==> src/rtl/video_ip_pkg.sv <==
// -----------------------------------------------------------------------------
// video_ip_pkg
// Shared definitions for the video IP Avalon-ST front end:
//   - default pixel width and frame geometry
//   - framing FSM state encoding
//   - FIFO entry layout {sop, eop, data}; sop/eop offsets are relative to the
//     top of the data field, so an entry is data_w + 2 bits wide.
// -----------------------------------------------------------------------------
package video_ip_pkg;

   localparam int DATA_W_DEF     = 16;
   localparam int FIFO_DEPTH_DEF = 4;
   localparam int FRAME_W_DEF    = 640;
   localparam int FRAME_H_DEF    = 480;

   // Framing state of the input side.
   typedef enum logic {
      ST_IDLE     = 1'b0,
      ST_IN_FRAME = 1'b1
   } frame_state_e;

   // Entry field offsets above the data field: entry = {sop, eop, data}.
   localparam int ENTRY_EOP_OFS = 0;
   localparam int ENTRY_SOP_OFS = 1;

   function automatic int entry_w(input int data_w);
      return data_w + 2;
   endfunction

endpackage

==> src/rtl/video_st_fifo.sv <==
// -----------------------------------------------------------------------------
// video_st_fifo
// Synchronous FIFO, show-ahead (head entry visible on rdata while !empty).
//   clk    in   clock, rising edge
//   rst_n  in   asynchronous active-low reset (empties the FIFO)
//   push   in   write wdata (ignored when full)
//   pop    in   drop the head entry (ignored when empty)
//   wdata  in   WIDTH entry to write
//   rdata  out  head entry
//   full   out  level == DEPTH
//   empty  out  level == 0
//   level  out  occupancy, 0..DEPTH
// DEPTH must be a power of 2 (>= 2) so pointers wrap naturally.
// -----------------------------------------------------------------------------
module video_st_fifo #(
   parameter int WIDTH = 18,
   parameter int DEPTH = 4
) (
   input  logic                     clk,
   input  logic                     rst_n,
   input  logic                     push,
   input  logic                     pop,
   input  logic [WIDTH-1:0]         wdata,
   output logic [WIDTH-1:0]         rdata,
   output logic                     full,
   output logic                     empty,
   output logic [$clog2(DEPTH):0]   level
);

   localparam int AW = $clog2(DEPTH);
   localparam int LW = AW + 1;

   logic [WIDTH-1:0] mem_q [DEPTH];
   logic [AW-1:0]    wr_ptr_q, wr_ptr_d;
   logic [AW-1:0]    rd_ptr_q, rd_ptr_d;
   logic [LW-1:0]    level_q,  level_d;
   logic             push_ok,  pop_ok;

   assign full    = (level_q == LW'(DEPTH));
   assign empty   = (level_q == '0);
   assign level   = level_q;
   assign rdata   = mem_q[rd_ptr_q];
   assign push_ok = push && !full;
   assign pop_ok  = pop  && !empty;

   always_comb begin
      wr_ptr_d = wr_ptr_q;
      rd_ptr_d = rd_ptr_q;
      level_d  = level_q;
      if (push_ok) wr_ptr_d = wr_ptr_q + AW'(1);
      if (pop_ok)  rd_ptr_d = rd_ptr_q + AW'(1);
      case ({push_ok, pop_ok})
         2'b10:   level_d = level_q + LW'(1);
         2'b01:   level_d = level_q - LW'(1);
         default: level_d = level_q;
      endcase
   end

   always_ff @(posedge clk or negedge rst_n) begin
      if (!rst_n) begin
         wr_ptr_q <= '0;
         rd_ptr_q <= '0;
         level_q  <= '0;
      end else begin
         wr_ptr_q <= wr_ptr_d;
         rd_ptr_q <= rd_ptr_d;
         level_q  <= level_d;
      end
   end

   // Storage needs no reset: an entry is only observed once it is written.
   always_ff @(posedge clk) begin
      if (push_ok) mem_q[wr_ptr_q] <= wdata;
   end

endmodule

==> src/rtl/avalon_st_sink_interface.sv <==
// -----------------------------------------------------------------------------
// avalon_st_sink_interface
// Avalon-ST sink front end of the video IP (readyLatency 0). Buffers the
// upstream pixel stream, enforces SOP/EOP framing and presents each head
// pixel to the IP core with its x/y position.
//   clk              in   clock, rising edge
//   reset            in   asynchronous active-low reset
//   valid_in         in   upstream beat valid
//   ready_out        out  sink can accept (FIFO not full, out of reset)
//   data_sink        in   upstream pixel
//   startofpacket_in in   first beat of frame
//   endofpacket_in   in   last beat of frame
//   pixel_data/sop/eop  out  head FIFO entry (0 when empty)
//   pixel_valid      out  FIFO not empty
//   pixel_ready      in   IP core consumes the head
//   pixel_x/pixel_y  out  position of head pixel
//   sop_error        out  one-cycle pulse after a framing violation is accepted
//   size_error       out  one-cycle pulse after an EOP pops from a frame of the
//                         wrong size (only with FRAME_CHECK_EN defined)
//   fifo_level       out  FIFO occupancy
// Optional feature macro: FRAME_CHECK_EN (popped-beat frame size check).
// -----------------------------------------------------------------------------
module avalon_st_sink_interface
   import video_ip_pkg::*;
#(
   parameter int DATA_W     = DATA_W_DEF,
   parameter int FIFO_DEPTH = FIFO_DEPTH_DEF,
   parameter int FRAME_W    = FRAME_W_DEF,
   parameter int FRAME_H    = FRAME_H_DEF
) (
   input  logic                        clk,
   input  logic                        reset,
   input  logic                        valid_in,
   output logic                        ready_out,
   input  logic [DATA_W-1:0]           data_sink,
   input  logic                        startofpacket_in,
   input  logic                        endofpacket_in,
   output logic [DATA_W-1:0]           pixel_data,
   output logic                        pixel_valid,
   input  logic                        pixel_ready,
   output logic                        pixel_sop,
   output logic                        pixel_eop,
   output logic [15:0]                 pixel_x,
   output logic [15:0]                 pixel_y,
   output logic                        sop_error,
   output logic                        size_error,
   output logic [$clog2(FIFO_DEPTH):0] fifo_level
);

   localparam int          ENTRY_W = entry_w(DATA_W);
   localparam int          SOP_BIT = DATA_W + ENTRY_SOP_OFS;
   localparam int          EOP_BIT = DATA_W + ENTRY_EOP_OFS;
   localparam logic [15:0] X_LAST  = 16'(FRAME_W - 1);
   localparam logic [15:0] Y_LAST  = 16'(FRAME_H - 1);

   // Valid/ready: a beat moves on a port in any cycle where both valid and
   // ready are high at the rising edge; data is ignored otherwise. ready_out
   // depends only on registered occupancy (and reset), never on pixel_ready.

   frame_state_e       state_q, state_d;
   logic               sop_err_q, sop_err_d;
   logic [15:0]        x_q, x_d;
   logic [15:0]        y_q, y_d;

   logic               accept;
   logic               fifo_push, fifo_pop;
   logic               fifo_full, fifo_empty;
   logic [ENTRY_W-1:0] wr_entry, head;
   logic               head_sop, head_eop;

   assign ready_out   = reset && !fifo_full;
   assign accept      = valid_in && ready_out;
   assign pixel_valid = !fifo_empty;
   assign fifo_pop    = pixel_valid && pixel_ready;

   assign head_sop    = pixel_valid && head[SOP_BIT];
   assign head_eop    = pixel_valid && head[EOP_BIT];
   assign pixel_sop   = head_sop;
   assign pixel_eop   = head_eop;
   assign pixel_data  = pixel_valid ? head[DATA_W-1:0] : '0;
   assign pixel_x     = head_sop ? 16'd0 : x_q;
   assign pixel_y     = head_sop ? 16'd0 : y_q;
   assign sop_error   = sop_err_q;

   always_comb begin
      wr_entry                = '0;
      wr_entry[DATA_W-1:0]    = data_sink;
      wr_entry[SOP_BIT]       = startofpacket_in;
      wr_entry[EOP_BIT]       = endofpacket_in;
   end

   video_st_fifo #(
      .WIDTH (ENTRY_W),
      .DEPTH (FIFO_DEPTH)
   ) u_fifo (
      .clk   (clk),
      .rst_n (reset),
      .push  (fifo_push),
      .pop   (fifo_pop),
      .wdata (wr_entry),
      .rdata (head),
      .full  (fifo_full),
      .empty (fifo_empty),
      .level (fifo_level)
   );

   // Framing FSM. Orphan beats in IDLE are still handshaken (so upstream is
   // never stalled) but are not written. A premature SOP inside a frame is
   // kept: it starts the new frame at the output side.
   always_comb begin
      state_d   = state_q;
      fifo_push = 1'b0;
      sop_err_d = 1'b0;
      if (accept) begin
         case (state_q)
            ST_IDLE: begin
               if (startofpacket_in) begin
                  fifo_push = 1'b1;
                  state_d   = endofpacket_in ? ST_IDLE : ST_IN_FRAME;
               end else begin
                  sop_err_d = 1'b1;
               end
            end
            ST_IN_FRAME: begin
               fifo_push = 1'b1;
               sop_err_d = startofpacket_in;
               if (endofpacket_in) state_d = ST_IDLE;
            end
            default: state_d = ST_IDLE;
         endcase
      end
   end

   // Position of the next beat to pop. An SOP head always shows (0,0) via the
   // output mux, so the counters only need to describe the beat after it.
   always_comb begin
      x_d = x_q;
      y_d = y_q;
      if (fifo_pop) begin
         if (head_eop) begin
            x_d = 16'd0;
            y_d = 16'd0;
         end else if (head_sop) begin
            if (FRAME_W == 1) begin
               x_d = 16'd0;
               y_d = (Y_LAST != 16'd0) ? 16'd1 : 16'd0;
            end else begin
               x_d = 16'd1;
               y_d = 16'd0;
            end
         end else if (x_q >= X_LAST) begin
            x_d = 16'd0;
            y_d = (y_q < Y_LAST) ? y_q + 16'd1 : y_q;
         end else begin
            x_d = x_q + 16'd1;
         end
      end
   end

   always_ff @(posedge clk or negedge reset) begin
      if (!reset) begin
         state_q   <= ST_IDLE;
         sop_err_q <= 1'b0;
         x_q       <= '0;
         y_q       <= '0;
      end else begin
         state_q   <= state_d;
         sop_err_q <= sop_err_d;
         x_q       <= x_d;
         y_q       <= y_d;
      end
   end

`ifdef FRAME_CHECK_EN
   localparam int FRAME_PIX = FRAME_W * FRAME_H;
   // One spare bit so a saturated count can never alias to FRAME_PIX.
   localparam int CNT_W     = $clog2(FRAME_PIX + 1) + 1;

   logic [CNT_W-1:0] beat_cnt_q, beat_cnt_d, beat_cnt_next;
   logic             size_err_q, size_err_d;

   always_comb begin
      // Count including the beat being popped this cycle.
      beat_cnt_next = head_sop ? CNT_W'(1)
                    : ((&beat_cnt_q) ? beat_cnt_q : beat_cnt_q + CNT_W'(1));
      beat_cnt_d    = fifo_pop ? beat_cnt_next : beat_cnt_q;
      size_err_d    = fifo_pop && head_eop && (beat_cnt_next != CNT_W'(FRAME_PIX));
   end

   always_ff @(posedge clk or negedge reset) begin
      if (!reset) begin
         beat_cnt_q <= '0;
         size_err_q <= 1'b0;
      end else begin
         beat_cnt_q <= beat_cnt_d;
         size_err_q <= size_err_d;
      end
   end

   assign size_error = size_err_q;
`else
   assign size_error = 1'b0;
`endif

endmodule

==> config.mk <==
export PLATFORM = sky130hd
export DESIGN_NAME = avalon_st_sink_interface
export DESIGN_NICKNAME = d
export VERILOG_FILES = /design/src/rtl/video_ip_pkg.sv /design/src/rtl/video_st_fifo.sv /design/src/rtl/avalon_st_sink_interface.sv
export SDC_FILE = /design/constraint.sdc
export NUM_CORES = 1
export LEC_CHECK = 0
export CELL_PAD_IN_SITES_DETAIL_PLACEMENT = 0
export CELL_PAD_IN_SITES_GLOBAL_PLACEMENT = 1
export CORE_AREA = 2 2 123 101
export CTS_BUF_LIST = sky130_fd_sc_hd__clkbuf_8 sky130_fd_sc_hd__clkbuf_16
export DETAILED_ROUTE_END_ITERATION = 7
export DIE_AREA = 0 0 125 103
export GPL_TIMING_DRIVEN = 0
export HOLD_SLACK_MARGIN = 0.15
export PLACE_DENSITY = 0.9
export REMOVE_ABC_BUFFERS = 1
export SLEW_MARGIN = 20
export SYNTH_ARGS = -nofsm -noshare
export SYNTH_HDL_FRONTEND = slang
export SYNTH_SLANG_ARGS = --single-unit
==> constraint.sdc <==
create_clock -name clk -period 2.7 [get_ports clk]
set_clock_uncertainty 0.2 [all_clocks]
set_input_delay 0.54 -clock clk [delete_from_list [all_inputs] [get_ports clk]]
set_output_delay 0.54 -clock clk [all_outputs]
set_load 0.05 [all_outputs]
==> results of run 1 <==
[power by group]
group	leakage, nW	internal [mW]	total, mW	switching (mW)
Combinational	1.31	1.29	3.25	1.95
Clock	0.278	1.42	2.16	0.736
Sequential	1.20	2.05	2.26	0.216
Total	2.79	4.76	7.66	2.90
[logic make-up (layout without fill, tap and decap cells)]
kind of cell / count (synthesis) / after routing / synth area share, %
AOI/OAI and AO/OA: 44 / 44 / 6.295
xor gates and xnor gates: 6 / 6 / 1.041
adders and majority gates: 9 / 9 / 2.379
buffers and inverters: 30 / 145 / 2.503
DFF: 113 / 113 / 63.15
muxes: 20 / 20 / 9.046
other: 1 / 1 / 0.07428
and+or+nand+nor: 139 / 144 / 15.51
[critical path: cells and delay by family (launching register included)]
kind,cells,cell delay [ns]
multiplexers,1,0.65
flip-flops,1,0.46
AND/OR/NAND/NOR,2,0.36
buffers and inverters,1,0.16
[registers in the layout, summed over array words and instances (netlist names)]
signal	count
x_q	16
u_fifo.level	3
u_fifo.mem_q	72
u_fifo.rd_ptr_q	2
y_q	16
sop_error	1
u_fifo.wr_ptr_q	2
state_q	1
[cells in the mapped netlist (6+ instances only)]
| library cell | instances | area (µm²) |
|---|---|---|
| sky130_fd_sc_hd__and3_1 | 6 | 37.54 |
| sky130_fd_sc_hd__a21oi_1 | 9 | 45.04 |
| sky130_fd_sc_hd__nand3_1 | 9 | 45.04 |
| sky130_fd_sc_hd__and2_1 | 49 | 306.5 |
| sky130_fd_sc_hd__nor2_1 | 22 | 82.58 |
| sky130_fd_sc_hd__mux4_1 | 8 | 210.2 |
| sky130_fd_sc_hd__mux4_2 | 10 | 225.2 |
| sky130_fd_sc_hd__inv_1 | 18 | 67.56 |
| sky130_fd_sc_hd__nand2_1 | 20 | 75.07 |
| sky130_fd_sc_hd__ha_1 | 8 | 100.1 |
| sky130_fd_sc_hd__o211ai_1 | 6 | 45.04 |
| sky130_fd_sc_hd__dfrtp_1 | 41 | 1026 |
| sky130_fd_sc_hd__edfxtp_1 | 72 | 2162 |
| sky130_fd_sc_hd__clkbuf_1 | 8 | 30.03 |
| sky130_fd_sc_hd__nor2b_1 | 7 | 43.79 |
[through the flow]
stage / total power, mW / cells / setup TNS [ns] / cell area [µm²]
after floorplan: 4.054 / 350 / -72.75 / 4990
after global placement: 4.836 / 579 / -231.11 / 5951
after detailed placement: 4.904 / 580 / -101.81 / 5967
after CTS: 7.062 / 619 / -1.430 / 6624
after global routing: 7.999 / 634 / -4.155 / 7034
final: 7.665 / 634 / -2.012 / 7034
[timing repair]
action / CTS / global route
cloned: 0 / 6
buffers inserted: 6 / 9
setup endpoints to repair: 159 / 61
resized for setup: 333 / 94
pin swaps: 0 / 8
hold endpoints to repair: 41 / 0
hold buffers: 3 / 0
[final cells by class]
cell class | count | share of cell area [%]
sequential | 113 | 45.45
multi-input combinational | 224 | 27.46
timing repair buffer | 97 | 15.12
clock buffer | 17 | 6.048
tap | 152 | 2.704
clock inverter | 13 | 2.099
inverter | 18 | 1.121
[how the worst max path moves through the flow]
stage | startpoint | end | slack (ns)
floorplan | u_fifo.rd_ptr_q[0]$_DFFE_PN0P_ | pixel_y[1] | -1.03
global placement | reset | u_fifo.mem_q[1][9]$_DFFE_PP_ | -1.97
detailed placement | u_fifo.rd_ptr_q[0]$_DFFE_PN0P_ | pixel_y[5] | -1.32
CTS | u_fifo.rd_ptr_q[0]$_DFFE_PN0P_ | pixel_y[5] | -0.11
global route | u_fifo.rd_ptr_q[1]$_DFFE_PN0P_ | pixel_y[9] | -0.15
finish | u_fifo.rd_ptr_q[0]$_DFFE_PN0P_ | pixel_x[4] | -0.08
[metal layers]
layer,GRT usage [%],vias up,part of all wire [%],routed length [µm]
met5,0,-,0,0
met2,26.92,101,47,5535
met1,22.60,1735,46,5409
met4,6.496,0,1.2,139
li1,-,1577,-,-
met3,4.152,14,4.9,573
==> out/summary.log, run 1 <==
INFO  drt            postRouteAntennaNets=0
INFO  floorplanning  floorplan.initialDensity=42.78%
INFO  status         failing_checks=setup timing
INFO  floorplanning  floorplan.rows=36
INFO  final_layout   layout.nets=502
INFO  final_layout   areaGrowthSynthToFinish=39.33%
INFO  drt            wire_per_inst=18.39µm
INFO  critical_path  crit_path_end_kind=output port
INFO  placed_design  place_worst_setup_slack=-1.325ns
INFO  synth          mappedNetlistArea=5049µm²
INFO  clocking       clk_pin_slew=0.05ns
INFO  timing         timing.final.crit_period=2.783ns
INFO  floorplanning  die_width=125µm
INFO  critical_path  worstSetupPathType=reg -> out
INFO  grt            grt_start_max_net_pins=30
INFO  synth          async_reset_ff_share=36.28%
INFO  timing         hold-worst-slack=0.3246ns
INFO  clocking       h-tree-depth=4
INFO  final_layout   final_core_utilization=59.61%
INFO  drt            post-route-drc-count=0
INFO  timing         layout_setup_ws=-0.08276ns
INFO  hold_path      hold_path_startpoint=state_q$_DFFE_PN0P_
INFO  clocking       cts-root-buf=sky130_fd_sc_hd__clkbuf_16
INFO  drt            drt-total-wl=11,660µm
INFO  floorplanning  core_area=11,800µm²
INFO  critical_path  r2r-end=y_q[7]$_DFFE_PN0P_
INFO  clocking       cts-root-to-sink-buffers=2
INFO  grt            number_of_global_route_vias_before_repair=3,258
INFO  final_layout   nFillCells=921
INFO  floorplanning  die_height=103µm
INFO  critical_path  worst_path_arrival=2.04ns
INFO  final_layout   mostFrequentLayoutCell=sky130_fd_sc_hd__edfxtp_1
INFO  clocking       cts_tree=yes
INFO  job            maxCapViolations=0
INFO  final_layout   area.sequential=3197µm²
INFO  timing         worstMarginPinSlew=0.5778ns
INFO  placed_design  place_hpwl=6367µm
INFO  timing         highest_clock_rate=0.3594GHz
INFO  synth          synth_sequential_area_ratio=63.15%
INFO  timing         timing_hold_violations_final=0
INFO  critical_path  cp_cell_sequence=mux4_2, nand2_4, and2_1, buf_6
INFO  final_layout   combined_area_of_the_multi_input_logic_cells=1932µm²
INFO  critical_path  crit_path_max_delay_cell_type=sky130_fd_sc_hd__mux4_2
INFO  grt            overflow=0
INFO  synth          number_of_synthesis_warnings=0
INFO  final_layout   layout-drive-gt1-share=33.61%
INFO  synth          ys_ff_latch=113
INFO  clocking       tritoncts.num_buffers=17
INFO  timing         max-slew-margin-rel=61.07%
INFO  timing         drv_slew=0
INFO  placed_design  place.port_buffers=77
INFO  drt            dr.first_iter.drc_count=248
INFO  critical_path  critPathLaunchType=flip-flop
INFO  timing         grt_setup_unrepaired=yes
INFO  status         run_status=complete, but fails checks
INFO  timing         share_of_the_clock_period_used_by_the_worst_path_after_layout=103.1%
INFO  critical_path  reg2reg_slack=0.05ns
INFO  floorplanning  design.die.area=12,880µm²
INFO  hold_path      min_delay_worst_endpoint=state_q$_DFFE_PN0P_
INFO  synth          dominantRegCellSynth=sky130_fd_sc_hd__edfxtp_1
INFO  hold_path      hold_depth=2
INFO  clocking       clock-sinks=113
INFO  drt            vias=3,427
INFO  synth          syn_area_per_cell=13.95µm²
INFO  critical_path  critPathMaxFanout=14
INFO  synth          synthCells=362
INFO  critical_path  rr_worst_depth=6
INFO  power_and_ir_drop power.static_leakage=2.794nW
INFO  hold_path      hold_path_class=reg -> reg
INFO  synth          netlist-cell-type-count=50
INFO  placed_design  gp_routability_congestion=0.8129
INFO  final_layout   layout_common_cells=sky130_fd_sc_hd__edfxtp_1, sky130_fd_sc_hd__dfrtp_1, sky130_fd_sc_hd__buf_6
INFO  grt            global_route_wire_length_before_repair=16,590µm
INFO  clocking       worst_skew_pair.late_latency=0.41ns
INFO  synth          number_of_flops_mapped_to_enable_cells_by_yosys=72
INFO  critical_path  required_arrival_time_at_the_worst_endpoint=1.96ns
INFO  power_and_ir_drop power-per-cell-area=1090nW/µm²
INFO  power_and_ir_drop worst_ir_drop_vdd=546.3µV
INFO  timing         setup_viol=35
INFO  drt            detail_route.vias_per_cell=5.405
INFO  floorplanning  pin_count=79
INFO  grt            antenna_found_initial=0
INFO  critical_path  timing.critical_path.slowest_cell_delay=0.65ns
INFO  critical_path  regToRegStartpoint=u_fifo.rd_ptr_q[0]$_DFFE_PN0P_
INFO  drt            drt_first_pass_iters=4
INFO  final_layout   insertedDiodeCount=0
INFO  grt            gr-usage-all-layers=16.82%
Power figures use the tool's default switching activity.
==> inputs of run 2 (changes only) <==
- CELL_PAD_IN_SITES_DETAIL_PLACEMENT: 0 -> not set
- CELL_PAD_IN_SITES_GLOBAL_PLACEMENT: 1 -> not set
- CORE_AREA: 2 2 123 101 -> 2 2 104 106
- DIE_AREA: 0 0 125 103 -> 0 0 106 108
- PLACE_DENSITY: 0.9 -> 0.85
==> run 2 against run 1 <==
  * The flow still finishes with violations (setup timing)
  * Wire length rose by 8.4%
  * Worst hold slack gained 0.0041 ns
  * Die area decreased by 11%
  * First-iteration DRC count is 4.0% higher
  * Clock power increased by 3%
  * Sequential share of layout area fell by 0.92 points
  * Global-route usage is 4.7 points higher
  * Count of clock-buffer cells in the layout is the same
  * Worst setup slack got worse by 0.20 ns
  * Non-clock buffer count grew 19
  * Combinational power grew 15%
==> out/summary.log, run 2 (same netlist as run 1, synthesis figures left out) <==
INFO  clocking       cts-root-buf=sky130_fd_sc_hd__clkbuf_8
INFO  floorplanning  design.die.area=11,450µm² [-11%]
INFO  final_layout   insertedDiodeCount=0 [unchanged]
INFO  final_layout   final_core_utilization=70.21% [+11 points]
INFO  final_layout   layout_common_cells=sky130_fd_sc_hd__edfxtp_1, sky130_fd_sc_hd__dfrtp_1, sky130_fd_sc_hd__buf_4
INFO  status         failing_checks=setup timing
INFO  drt            detail_route.vias_per_cell=5.548 [+2.6%]
INFO  grt            overflow=0 [unchanged]
INFO  drt            vias=3,545 [+3.4%]
INFO  floorplanning  pin_count=79 [unchanged]
INFO  critical_path  critPathMaxFanout=7 [-7]
INFO  drt            route.met2.wl=6856µm [+24%]
INFO  placed_design  gp_routability_congestion=0.7964 [-2.0%]
INFO  critical_path  required_arrival_time_at_the_worst_endpoint=1.96ns [about the same]
INFO  drt            route.layer.met1.wl=4846µm [-10%]
INFO  timing         max-slew-margin-rel=62.96% [+1.9 points]
INFO  final_layout   layout-drive-gt1-share=38.97% [+5.4 points]
INFO  timing         setup_viol=50 [+43%]
INFO  final_layout   nFillCells=665 [-28%]
INFO  placed_design  place_worst_setup_slack=-1.647ns [-0.3219 ns]
INFO  final_layout   largest_register_ffs=72 [unchanged]
INFO  floorplanning  die_width=106µm [-15%]
INFO  timing         drv_slew=0 [unchanged]
INFO  final_layout   finish.cell_count_without_fillers=639 [+0.79%]
INFO  placed_design  place_area=5946µm² [-0.36%]
INFO  clocking       tritoncts.num_buffers=17 [unchanged]
INFO  grt            grt_start_max_net_pins=31 [+3.3%]
INFO  critical_path  rr_worst_depth=10 [+4]
INFO  timing         timing_hold_violations_final=0 [unchanged]
INFO  placed_design  dp_cells=564 [-2.8%]
INFO  hold_path      hold_depth=1 [-1]
INFO  timing         timing.final.crit_period=2.979ns [+0.1961 ns]
INFO  timing         grt_setup_unrepaired=yes
INFO  drt            route.met3.wl=748µm [+31%]
INFO  timing         highest_clock_rate=0.3357GHz [-6.6%]
INFO  floorplanning  floorplan.initialDensity=49.35% [+6.6 points]
INFO  grt            antenna_found_initial=0 [unchanged]
INFO  power_and_ir_drop worst_ir_drop_vdd=1035µV [+89%]
INFO  floorplanning  floorplan.rows=37 [+2.8%]
INFO  floorplanning  die_height=108µm [+4.9%]
INFO  final_layout   layout.cell_area.non_filler=7183µm² [+2.1%]
INFO  final_layout   regMostFlops=u_fifo.mem_q
INFO  floorplanning  core_area=10,230µm² [-13%]
INFO  grt            gr-usage-all-layers=21.55% [+4.7 points]
INFO  drt            drt-total-wl=12,640µm [+8.4%]
INFO  placed_design  place.port_buffers=77 [unchanged]
INFO  placed_design  place_hpwl=6598µm [+3.6%]
INFO  final_layout   areaGrowthSynthToFinish=42.28%
INFO  power_and_ir_drop power.static_leakage=2.887nW [+3.3%]
INFO  power_and_ir_drop power-per-cell-area=1135nW/µm² [+4.1%]
INFO  drt            dr.first_iter.drc_count=258 [+4.0%]
INFO  timing         share_of_the_clock_period_used_by_the_worst_path_after_layout=110.3% [+7.3 points]
INFO  clocking       clk_pin_slew=0.06ns [about the same]
INFO  drt            postRouteAntennaNets=0 [unchanged]
INFO  drt            highest_layer=met4
INFO  critical_path  worst_path_arrival=2.24ns [+0.20 ns]
INFO  clocking       h-tree-depth=4 [unchanged]
INFO  job            maxCapViolations=0 [unchanged]
INFO  drt            wire_per_inst=19.78µm [+7.6%]
INFO  hold_path      hold_path_class=reg -> reg
INFO  final_layout   mostFrequentLayoutCell=sky130_fd_sc_hd__edfxtp_1
INFO  drt            drt_first_pass_iters=5 [+1]
INFO  clocking       cts-root-to-sink-buffers=2 [unchanged]
INFO  critical_path  crit_path_end_kind=output port
INFO  final_layout   area.sequential=3198µm² [about the same]
INFO  final_layout   layout.nets=521 [+3.8%]
INFO  grt            global_route_wire_length_before_repair=18,380µm [+11%]
INFO  drt            post-route-drc-count=0 [unchanged]
INFO  status         run_status=complete, but fails checks
INFO  timing         worstMarginPinSlew=0.5513ns [-0.02649 ns]
INFO  timing         hold-worst-slack=0.3287ns [+0.004109 ns]
INFO  grt            number_of_global_route_vias_before_repair=3,501 [+7.5%]
INFO  clocking       cts_tree=yes
INFO  final_layout   combined_area_of_the_multi_input_logic_cells=1878µm² [-2.8%]
INFO  critical_path  critPathLaunchType=flip-flop
INFO  power_and_ir_drop fin_total_pwr=8.150mW [+6.3%]
INFO  clocking       worst_skew_pair.late_latency=0.52ns [+0.11 ns]
INFO  critical_path  worstSetupPathType=reg -> out
INFO  critical_path  reg2reg_slack=0ns [-0.05 ns]
INFO  timing         finalSetupTns=-9.590ns [-7.578 ns]
INFO  clocking       clock-sinks=113 [unchanged]
INFO  final_layout   largest_registers=u_fifo.mem_q (72), x_q (16), y_q (16)
INFO  timing         layout_setup_ws=-0.2789ns [-0.1961 ns]
==> run 2: changes by cell type in the layout (fill, tap and decap cells not counted), moves of 5 or more <==
cell / change
sky130_fd_sc_hd__nor2_4: -5
sky130_fd_sc_hd__mux4_2: +8
sky130_fd_sc_hd__nor2_1: +5
sky130_fd_sc_hd__and2_1: -5
sky130_fd_sc_hd__buf_4: +19
sky130_fd_sc_hd__and2_4: +5
sky130_fd_sc_hd__mux4_1: -8
==> run 2: where the power goes <==
part	total, mW	leakage (nW)	switching (mW)	internal [mW]
registers	2.19	1.20	0.144	2.05
clock network	2.23	0.284	0.822	1.41
logic	3.73	1.40	2.13	1.60
==> run 2: layout make-up <==
type                    count  share of cell area, %
inverters                  18                  1.045
repair buffers            116                  17.61
multi-input cells         224                  26.15
flip-flops and latches    113                  44.52
clock inverters            15                  2.543
clock buffers              17                  5.766
well taps                 136                  2.369
==> run 2: repair_timing <==
| action | CTS | global route |
|---|---|---|
| endpoints found under the hold margin | 41 | 0 |
| resized for setup | 369 | 75 |
| setup buffers | 6 | 29 |
| pin swaps | 15 | 4 |
| setup endpoints to repair | 159 | 67 |
| hold buffers | 3 | 0 |
| gates cloned | 3 | 3 |
==> run 2: layer usage <==
| layer | vias up | global-route usage (%) |
|---|---|---|
| li1 | 1603 | - |
| met1 | 1754 | 25.88 |
| met2 | 167 | 37.79 |
| met3 | 21 | 5.847 |
| met4 | 0 | 7.519 |
| met5 | - | 0 |
==> run 2: critical path, cell delays in order, from the launching register on <==
cell and delay, ns:
sky130_fd_sc_hd__dfrtp_4 0.43, sky130_fd_sc_hd__mux4_2 0.64, sky130_fd_sc_hd__nand2_8 0.13, sky130_fd_sc_hd__clkinvlp_4 0.15
sky130_fd_sc_hd__nor2_1 0.17, sky130_fd_sc_hd__buf_6 0.18
==> run 2: path summary, 6_finish.rpt <==
path                                          endpoint                            from
max                                         pixel_y[5]  u_fifo.rd_ptr_q[0]$_DFFE_PN0P_
min                                 y_q[0]$_DFFE_PN0P_              y_q[0]$_DFFE_PN0P_
max reg2reg                u_fifo.level[2]$_DFFE_PN0P_     u_fifo.level[1]$_DFFE_PN0P_
min reg2reg                         y_q[0]$_DFFE_PN0P_              y_q[0]$_DFFE_PN0P_
max in group asynchronous           y_q[0]$_DFFE_PN0P_                           reset
min in group asynchronous           y_q[5]$_DFFE_PN0P_                           reset
==> inputs of run 3 (changes only) <==
- CTS_CLUSTER_SIZE: not set -> 12
==> results of run 3 <==
The final DEF is identical to that of run 2; final timing and power are the same.
